### src/rtl/mem_responder_pkg.sv
// Shared types and constants for the memory responder: FSM state encoding,
// default wait-state latency and the address checks used at access time.
package mem_responder_pkg;

  typedef enum logic [1:0] {
    IDLE = 2'd0,
    WAIT = 2'd1,
    RESP = 2'd2
  } state_t;

  localparam int DEFAULT_LATENCY = 2;
  localparam logic [31:0] WORD_ALIGN_MASK = 32'h0000_0003;

  // Full 30-bit word index is compared so high addresses never alias into the array
  function automatic logic access_error(input logic [31:0] addr, input logic [29:0] depth);
    return ((addr & WORD_ALIGN_MASK) != 32'd0) || (addr[31:2] >= depth);
  endfunction

endpackage

### src/rtl/mem_responder_if.sv
// Request/response bus between the core's memory path and the responder.
interface mem_responder_if;

  logic        req_valid;
  logic        req_ready;
  logic        req_write;
  logic [31:0] req_addr;
  logic [31:0] req_wdata;
  logic        resp_valid;
  logic        resp_ready;
  logic [31:0] resp_rdata;
  logic        resp_err;

  modport master (
    output req_valid, req_write, req_addr, req_wdata, resp_ready,
    input  req_ready, resp_valid, resp_rdata, resp_err
  );

  modport slave (
    input  req_valid, req_write, req_addr, req_wdata, resp_ready,
    output req_ready, resp_valid, resp_rdata, resp_err
  );

endinterface

### src/rtl/mem_responder_mem_array.sv
// Word-addressed storage: one synchronous write port, combinational read, no reset.
module mem_array #(
  parameter int DEPTH_WORDS = 64,
  parameter int ADDR_W      = $clog2(DEPTH_WORDS)
) (
  input  logic              clk,
  input  logic              we,
  input  logic [ADDR_W-1:0] waddr,
  input  logic [31:0]       wdata,
  input  logic [ADDR_W-1:0] raddr,
  output logic [31:0]       rdata
);

  logic [31:0] mem [DEPTH_WORDS];

  always_ff @(posedge clk) begin
    if (we) mem[waddr] <= wdata;
  end

  assign rdata = mem[raddr];

endmodule

### src/rtl/mem_responder.sv
// Memory-side responder: accepts one request at a time, waits LATENCY cycles,
// then performs the access and holds the response until the core takes it.
module mem_responder
  import mem_responder_pkg::*;
#(
  parameter int DEPTH_WORDS = 64,
  parameter int LATENCY     = DEFAULT_LATENCY
) (
  input  logic                           clk,
  input  logic                           reset,
  mem_responder_if.slave                 bus,
  input  logic                           ld_en,
  input  logic [$clog2(DEPTH_WORDS)-1:0] ld_addr,
  input  logic [31:0]                    ld_data
);

  localparam int          IDX_W       = $clog2(DEPTH_WORDS);
  localparam logic [29:0] DEPTH_LIMIT = 30'(DEPTH_WORDS);
  localparam logic [3:0]  CNT_INIT    = 4'(LATENCY - 1);

  state_t      state, next_state;
  logic [3:0]  cnt;
  logic        wr_q;
  logic [31:0] addr_q;
  logic [31:0] wdata_q;
  logic [31:0] rdata_q;
  logic        err_q;

  logic        accept;
  logic        do_access;
  logic        access_err;
  logic [IDX_W-1:0] idx;

  logic             mem_we;
  logic [IDX_W-1:0] mem_waddr;
  logic [31:0]      mem_wdata;
  logic [31:0]      mem_rdata;

  assign idx        = addr_q[IDX_W+1:2];
  assign access_err = access_error(addr_q, DEPTH_LIMIT);

  always_ff @(posedge clk or posedge reset) begin
    if (reset) state <= IDLE;
    else       state <= next_state;
  end

  // Preload has priority over a new request while idle
  always_comb begin
    next_state     = state;
    bus.req_ready  = 1'b0;
    bus.resp_valid = 1'b0;
    accept         = 1'b0;
    do_access      = 1'b0;
    case (state)
      IDLE: begin
        bus.req_ready = ~ld_en;
        accept        = bus.req_valid & ~ld_en;
        if (accept) next_state = WAIT;
      end
      WAIT: begin
        if (cnt == 4'd0) begin
          do_access  = 1'b1;
          next_state = RESP;
        end
      end
      RESP: begin
        bus.resp_valid = 1'b1;
        if (bus.resp_ready) next_state = IDLE;
      end
      default: next_state = IDLE;
    endcase
  end

  always_comb begin
    mem_we    = 1'b0;
    mem_waddr = ld_addr;
    mem_wdata = ld_data;
    if (state == IDLE && ld_en) begin
      mem_we = 1'b1;
    end else if (do_access && wr_q && !access_err) begin
      mem_we    = 1'b1;
      mem_waddr = idx;
      mem_wdata = wdata_q;
    end
  end

  // Request capture, wait counter and registered response
  always_ff @(posedge clk or posedge reset) begin
    if (reset) begin
      cnt     <= 4'd0;
      wr_q    <= 1'b0;
      addr_q  <= 32'd0;
      wdata_q <= 32'd0;
      rdata_q <= 32'd0;
      err_q   <= 1'b0;
    end else begin
      if (accept) begin
        wr_q    <= bus.req_write;
        addr_q  <= bus.req_addr;
        wdata_q <= bus.req_wdata;
        cnt     <= CNT_INIT;
      end else if (state == WAIT && cnt != 4'd0) begin
        cnt <= cnt - 4'd1;
      end

      if (do_access) begin
        err_q   <= access_err;
        rdata_q <= (access_err || wr_q) ? 32'd0 : mem_rdata;
      end else if (state == RESP && bus.resp_ready) begin
        err_q   <= 1'b0;
        rdata_q <= 32'd0;
      end
    end
  end

  assign bus.resp_rdata = rdata_q;
  assign bus.resp_err   = err_q;

  mem_array #(
    .DEPTH_WORDS(DEPTH_WORDS),
    .ADDR_W     (IDX_W)
  ) u_array (
    .clk  (clk),
    .we   (mem_we),
    .waddr(mem_waddr),
    .wdata(mem_wdata),
    .raddr(idx),
    .rdata(mem_rdata)
  );

endmodule
### src/flat_wrapper.sv
// flat-port wrapper written by rule: the top's interface ports become plain ports
module mem_responder_flat import mem_responder_pkg::*;
#(
  parameter int DEPTH_WORDS = 64,
  parameter int LATENCY     = DEFAULT_LATENCY
)
  (clk, reset, ld_en, ld_addr, ld_data, bus_req_valid, bus_req_write, bus_req_addr, bus_req_wdata, bus_resp_ready, bus_req_ready, bus_resp_valid, bus_resp_rdata, bus_resp_err);
  mem_responder_if bus_i ();
  input  logic clk;
  input  logic reset;
  input  logic ld_en;
  input  logic [$clog2(DEPTH_WORDS)-1:0] ld_addr;
  input  logic [31:0] ld_data;
  input wire logic [$bits(bus_i.req_valid)-1:0] bus_req_valid;
  input wire logic [$bits(bus_i.req_write)-1:0] bus_req_write;
  input wire logic [$bits(bus_i.req_addr)-1:0] bus_req_addr;
  input wire logic [$bits(bus_i.req_wdata)-1:0] bus_req_wdata;
  input wire logic [$bits(bus_i.resp_ready)-1:0] bus_resp_ready;
  output wire logic [$bits(bus_i.req_ready)-1:0] bus_req_ready;
  output wire logic [$bits(bus_i.resp_valid)-1:0] bus_resp_valid;
  output wire logic [$bits(bus_i.resp_rdata)-1:0] bus_resp_rdata;
  output wire logic [$bits(bus_i.resp_err)-1:0] bus_resp_err;
  assign bus_i.req_valid = bus_req_valid;
  assign bus_i.req_write = bus_req_write;
  assign bus_i.req_addr = bus_req_addr;
  assign bus_i.req_wdata = bus_req_wdata;
  assign bus_i.resp_ready = bus_resp_ready;
  assign bus_req_ready = bus_i.req_ready;
  assign bus_resp_valid = bus_i.resp_valid;
  assign bus_resp_rdata = bus_i.resp_rdata;
  assign bus_resp_err = bus_i.resp_err;
  mem_responder #(.DEPTH_WORDS(DEPTH_WORDS), .LATENCY(LATENCY)) u_core (.clk(clk), .reset(reset), .bus(bus_i), .ld_en(ld_en), .ld_addr(ld_addr), .ld_data(ld_data));
endmodule
### config.mk
export PLATFORM = sky130hd
export DESIGN_NAME = mem_responder_flat
export DESIGN_NICKNAME = d
export VERILOG_FILES = /design/src/rtl/mem_responder_pkg.sv /design/src/rtl/mem_responder_if.sv /design/src/rtl/mem_responder_mem_array.sv /design/src/rtl/mem_responder.sv /design/src/flat_wrapper.sv
export SDC_FILE = /design/constraint.sdc
export NUM_CORES = 2
export LEC_CHECK = 0
export ABC_AREA = 0
export BUFFER_PORTS_ARGS = -buffer_cell sky130_fd_sc_hd__buf_4
export CAP_MARGIN = 20
export CORE_MARGIN = 10
export CORE_UTILIZATION = 30
export DETAILED_ROUTE_END_ITERATION = 12
export GPL_TIMING_DRIVEN = 0
export PLACE_DENSITY_LB_ADDON = 0.05
export SLEW_MARGIN = 20
export SYNTH_ARGS = -nofsm -noshare
export SYNTH_HDL_FRONTEND = slang
export SYNTH_SLANG_ARGS = --single-unit
### constraint.sdc
create_clock -name clk -period 7.6 [get_ports clk]
set_input_delay 1.52 -clock clk [delete_from_list [all_inputs] [get_ports clk]]
set_output_delay 1.52 -clock clk [all_outputs]
set_load 0.005 [all_outputs]
==> key figures <==
Clock network
  • Postcts setup bufs: 0
  • Cts bufs inserted: 244
  • Clock transition at the registers of the reported paths: 0.06 ns
  • Post-CTS resize count: 0
  • CTS tree: done
  • Clock Sinks: 2152
  • Worst skew pair latency: 0.94 ns
  • CTS Root Cell: clkbuf_16
  • Clock Path Buffers: 4
  • H-tree levels: 4
  • Hold buffer count at cts: 0

Finish
  • Commonest non-fill, non-tap cell in the layout: edfxtp_1
  • Share of layout cells above drive strength 1: 0.2910
  • NumNets Final: 5072
  • End-of-flow core utilization: 0.3661
  • P&R area growth vs syn: 21.49%
  • Final cell count without fillers: 8887
  • Commonest cells after routing, fill and taps aside: edfxtp_1, buf_4, mux2i_1

Placement
  • Placed Cells: 8422
  • Post-DP HPWL: 233700 um
  • PortBufs: 142
  • Dpl ws: 1.982 ns
  • GPL Wtd Cong: 0.8010

Synth
  • Post-synthesis compound-gate area fraction: 0.04444
  • Synth Flop Type: edfxtp_1
  • Mapped Cells: 4180
  • YS warnings: 0
  • FFs w/ async S/R, synth: 0.04833
  • Number of synthesized register bits: 2152
  • Main combinational cell family by area after synthesis: multiplexers
  • Synth cell types: 55
  • Synth Area in Adders: 0.0001502
  • EDFF count, synth: 2048
  • Net Count, Synth: 4289
  • Synth Area in Simple Gates: 0.02391
  • Post-Syn Area: 83310 um2
  • Sequential cell area fraction in the yosys report: 0.7694
  • Mux contribution to synthesized area: 0.1473
  • Mapped Avg Cell Area: 19.93 um2
  • Xor/xnor share of the synthesized area: 0.0003154

Worst setup path
  • CP dominant cell by count: buf_6
  • Critical path required time: 8.18 ns
  • Worst EP arrival: 6.25 ns
  • Sequence of cells on the critical path: buf_2, buf_2, clkbuf_1, clkbuf_2, nand3_1, a211oi_4, buf_6, buf_6, buf_6
  • CP Max Fanout: 10
  • CP max-delay cell: clkbuf_1
  • CP startpoint kind: register
  • Slowest cell delay on critical path: 0.81 ns
  • Worst Setup End Kind: register
  • Kind of critical path: register to register

Timing
  • Final Max Slew Viols: 0
  • F_max: 176.2 MHz
  • Slew @ Worst Pin: 1.204 ns
  • Final hold vios: 0
  • Tcrit/Tclk final: 0.7466
  • Final WS setup: 1.926 ns
  • Slew margin rel.: 0.1886
  • Endpoints failing setup: 0
  • Skew final: 0.07460 ns
  • Setup tns final: 0 ns
  • RSZ-0062 raised after global routing: false
  • Final Critical Period: 5.674 ns

Hold path
  • Hold Crit Class: register to register

Global route
  • Largest net degree at the start of global routing: 69
  • GRT overflow: 0
  • Overall global routing resource usage: 0.2075
  • Vias in the first global route: 46530
  • Initial antenna violation count: 27
  • First-pass GRT wire length: 429100 um

Floorplan
  • Core area: 276500 um2
  • # IOs: 143
  • Die ar.: 299200 um2
  • Row Count: 193
  • Starting density of the core: 0.3013
  • Die width: 547.0 um
  • Die height: 547.0 um

Power
  • Net Switching: 12.12 mW
  • VDD IR max: 0.0001987 V
  • Sw Share: 0.3419
  • Seq pwr share: 0.378
  • P_int: 23.33 mW
  • Total Power: 35.44 mW
  • P_leak: 33.49 nW
  • Pwr dens: 350.2 nW/um2
  • Combinational share of power: 0.297
  • Clock power frac: 0.326

Routing
  • Detailed Route Iter0 Violations: 5070
  • Vias per cell: 5.171
  • Post-route ant nets: 0
  • Drt first pass iters: 5
  • Drt drc: 0
  • Routed Wire Length: 320100 um
  • Via count: 45960
  • DR WL/cell: 36.02 um

Job
  • Max-cap violations: 0

Status
  • Status: completed
-- through the flow --
stage                     instance area, um2  hold WS, ns
after floorplan                        83310       0.4726
after global placement                 89010       0.4773
after detailed placement               93460       0.4851
after CTS                             101200       0.4977
after global routing                  101200       0.5188
final                                 101200       0.4965
-- final timing paths --
check / endpoint / slack, ns / cells after the start / start
max: u_core.u_array.mem[59][2] / 1.93 / 9 / u_core.addr_q[5]
min: u_core.bus.resp_err / 0.50 / 2 / u_core.bus.resp_err
max reg2reg: u_core.u_array.mem[59][2] / 1.93 / 9 / u_core.addr_q[5]
min reg2reg: u_core.bus.resp_err / 0.50 / 2 / u_core.bus.resp_err
max in group asynchronous: u_core.wdata_q[1] / 6.19 / 3 / reset
min in group asynchronous: u_core.addr_q[17] / 0.57 / 2 / reset
-- sequential cells by signal (all words and copies together), names as in the netlist --
signal / count
u_core.addr_q: 32
u_core.state: 2
u_core.bus.resp_rdata: 32
u_core.wr_q: 1
u_core.bus.resp_err: 1
u_core.cnt: 4
u_core.u_array.mem: 2048
u_core.wdata_q: 32
-- metal layers --
metal	vias up	share of wire	wire length, um	GRT usage
met1	25110	0.45	144800	0.2970
li1	18960	-	-	-
met2	1551	0.47	151000	0.3368
met4	0	0.022	7193	0.04326
met3	330	0.053	17120	0.02982
met5	-	0	0	0
-- power by group through the flow --
stage                     registers [mW]  logic [mW]  clock network (mW)
after floorplan                     13.6        5.66                   0
after global placement              13.7        10.6                   0
after detailed placement            13.6        10.7                   0
after CTS                           13.4        10.7                11.8
after global routing                13.4        11.0                12.3
final                               13.4        10.5                11.5
-- worst max-delay path: cells and delay by family (launching register included) --
kind	cells	cell delay [ns]
buffers and inverters	7	3.15
AND/OR/NAND/NOR	1	0.80
AO/OA/AOI/OAI	1	0.77
flip-flops	1	0.50
-- Yosys cell counts, drive strengths merged, types with 9 or more instances --
| cell type | n | share of area |
|---|---|---|
| mux2 | 92 | 0.012 |
| nand2b | 9 | 0.00068 |
| a22oi | 159 | 0.014 |
| a221oi | 81 | 0.0085 |
| mux4 | 311 | 0.084 |
| edfxtp | 2048 | 0.74 |
| a211oi | 15 | 0.0014 |
| o211ai | 11 | 0.00099 |
| o21ai | 134 | 0.0080 |
| nor2 | 27 | 0.0012 |
| clkbuf | 113 | 0.0051 |
| or2 | 10 | 0.00075 |
| a31oi | 14 | 0.0011 |
| nor4 | 9 | 0.00083 |
| a32oi | 23 | 0.0024 |
| nand3 | 34 | 0.0020 |
| dfrtp | 104 | 0.031 |
| nand2 | 159 | 0.0072 |
| buf | 139 | 0.0089 |
| nor3 | 61 | 0.0037 |
| and4 | 43 | 0.0045 |
| a21oi | 82 | 0.0049 |
| mux2i | 423 | 0.051 |
| nand4 | 13 | 0.00098 |
-- kinds of logic (layout without fill, tap and decap cells) --
group,after synthesis,after routing
AO/OA/AOI/OAI,546,546
XOR/XNOR,3,3
adder cells (fa/ha/maj),1,1
buffers and inverters,262,1250
flip-flops,2152,2152
multiplexers,826,826
other,0,14
AND/OR/NAND/NOR,390,390
-- final cells by class --
type	count	area, um2
clock buffer	333	6665
inverter	10	45.04
clock inverter	118	1047
buffer	252	1195
tap	3705	4636
multi-input combinational	1766	18570
timing repair buffer	537	4916
antenna	14	35.03
sequential	2152	64100
fill	25700	175300
(Power assumes the default switching activity.)
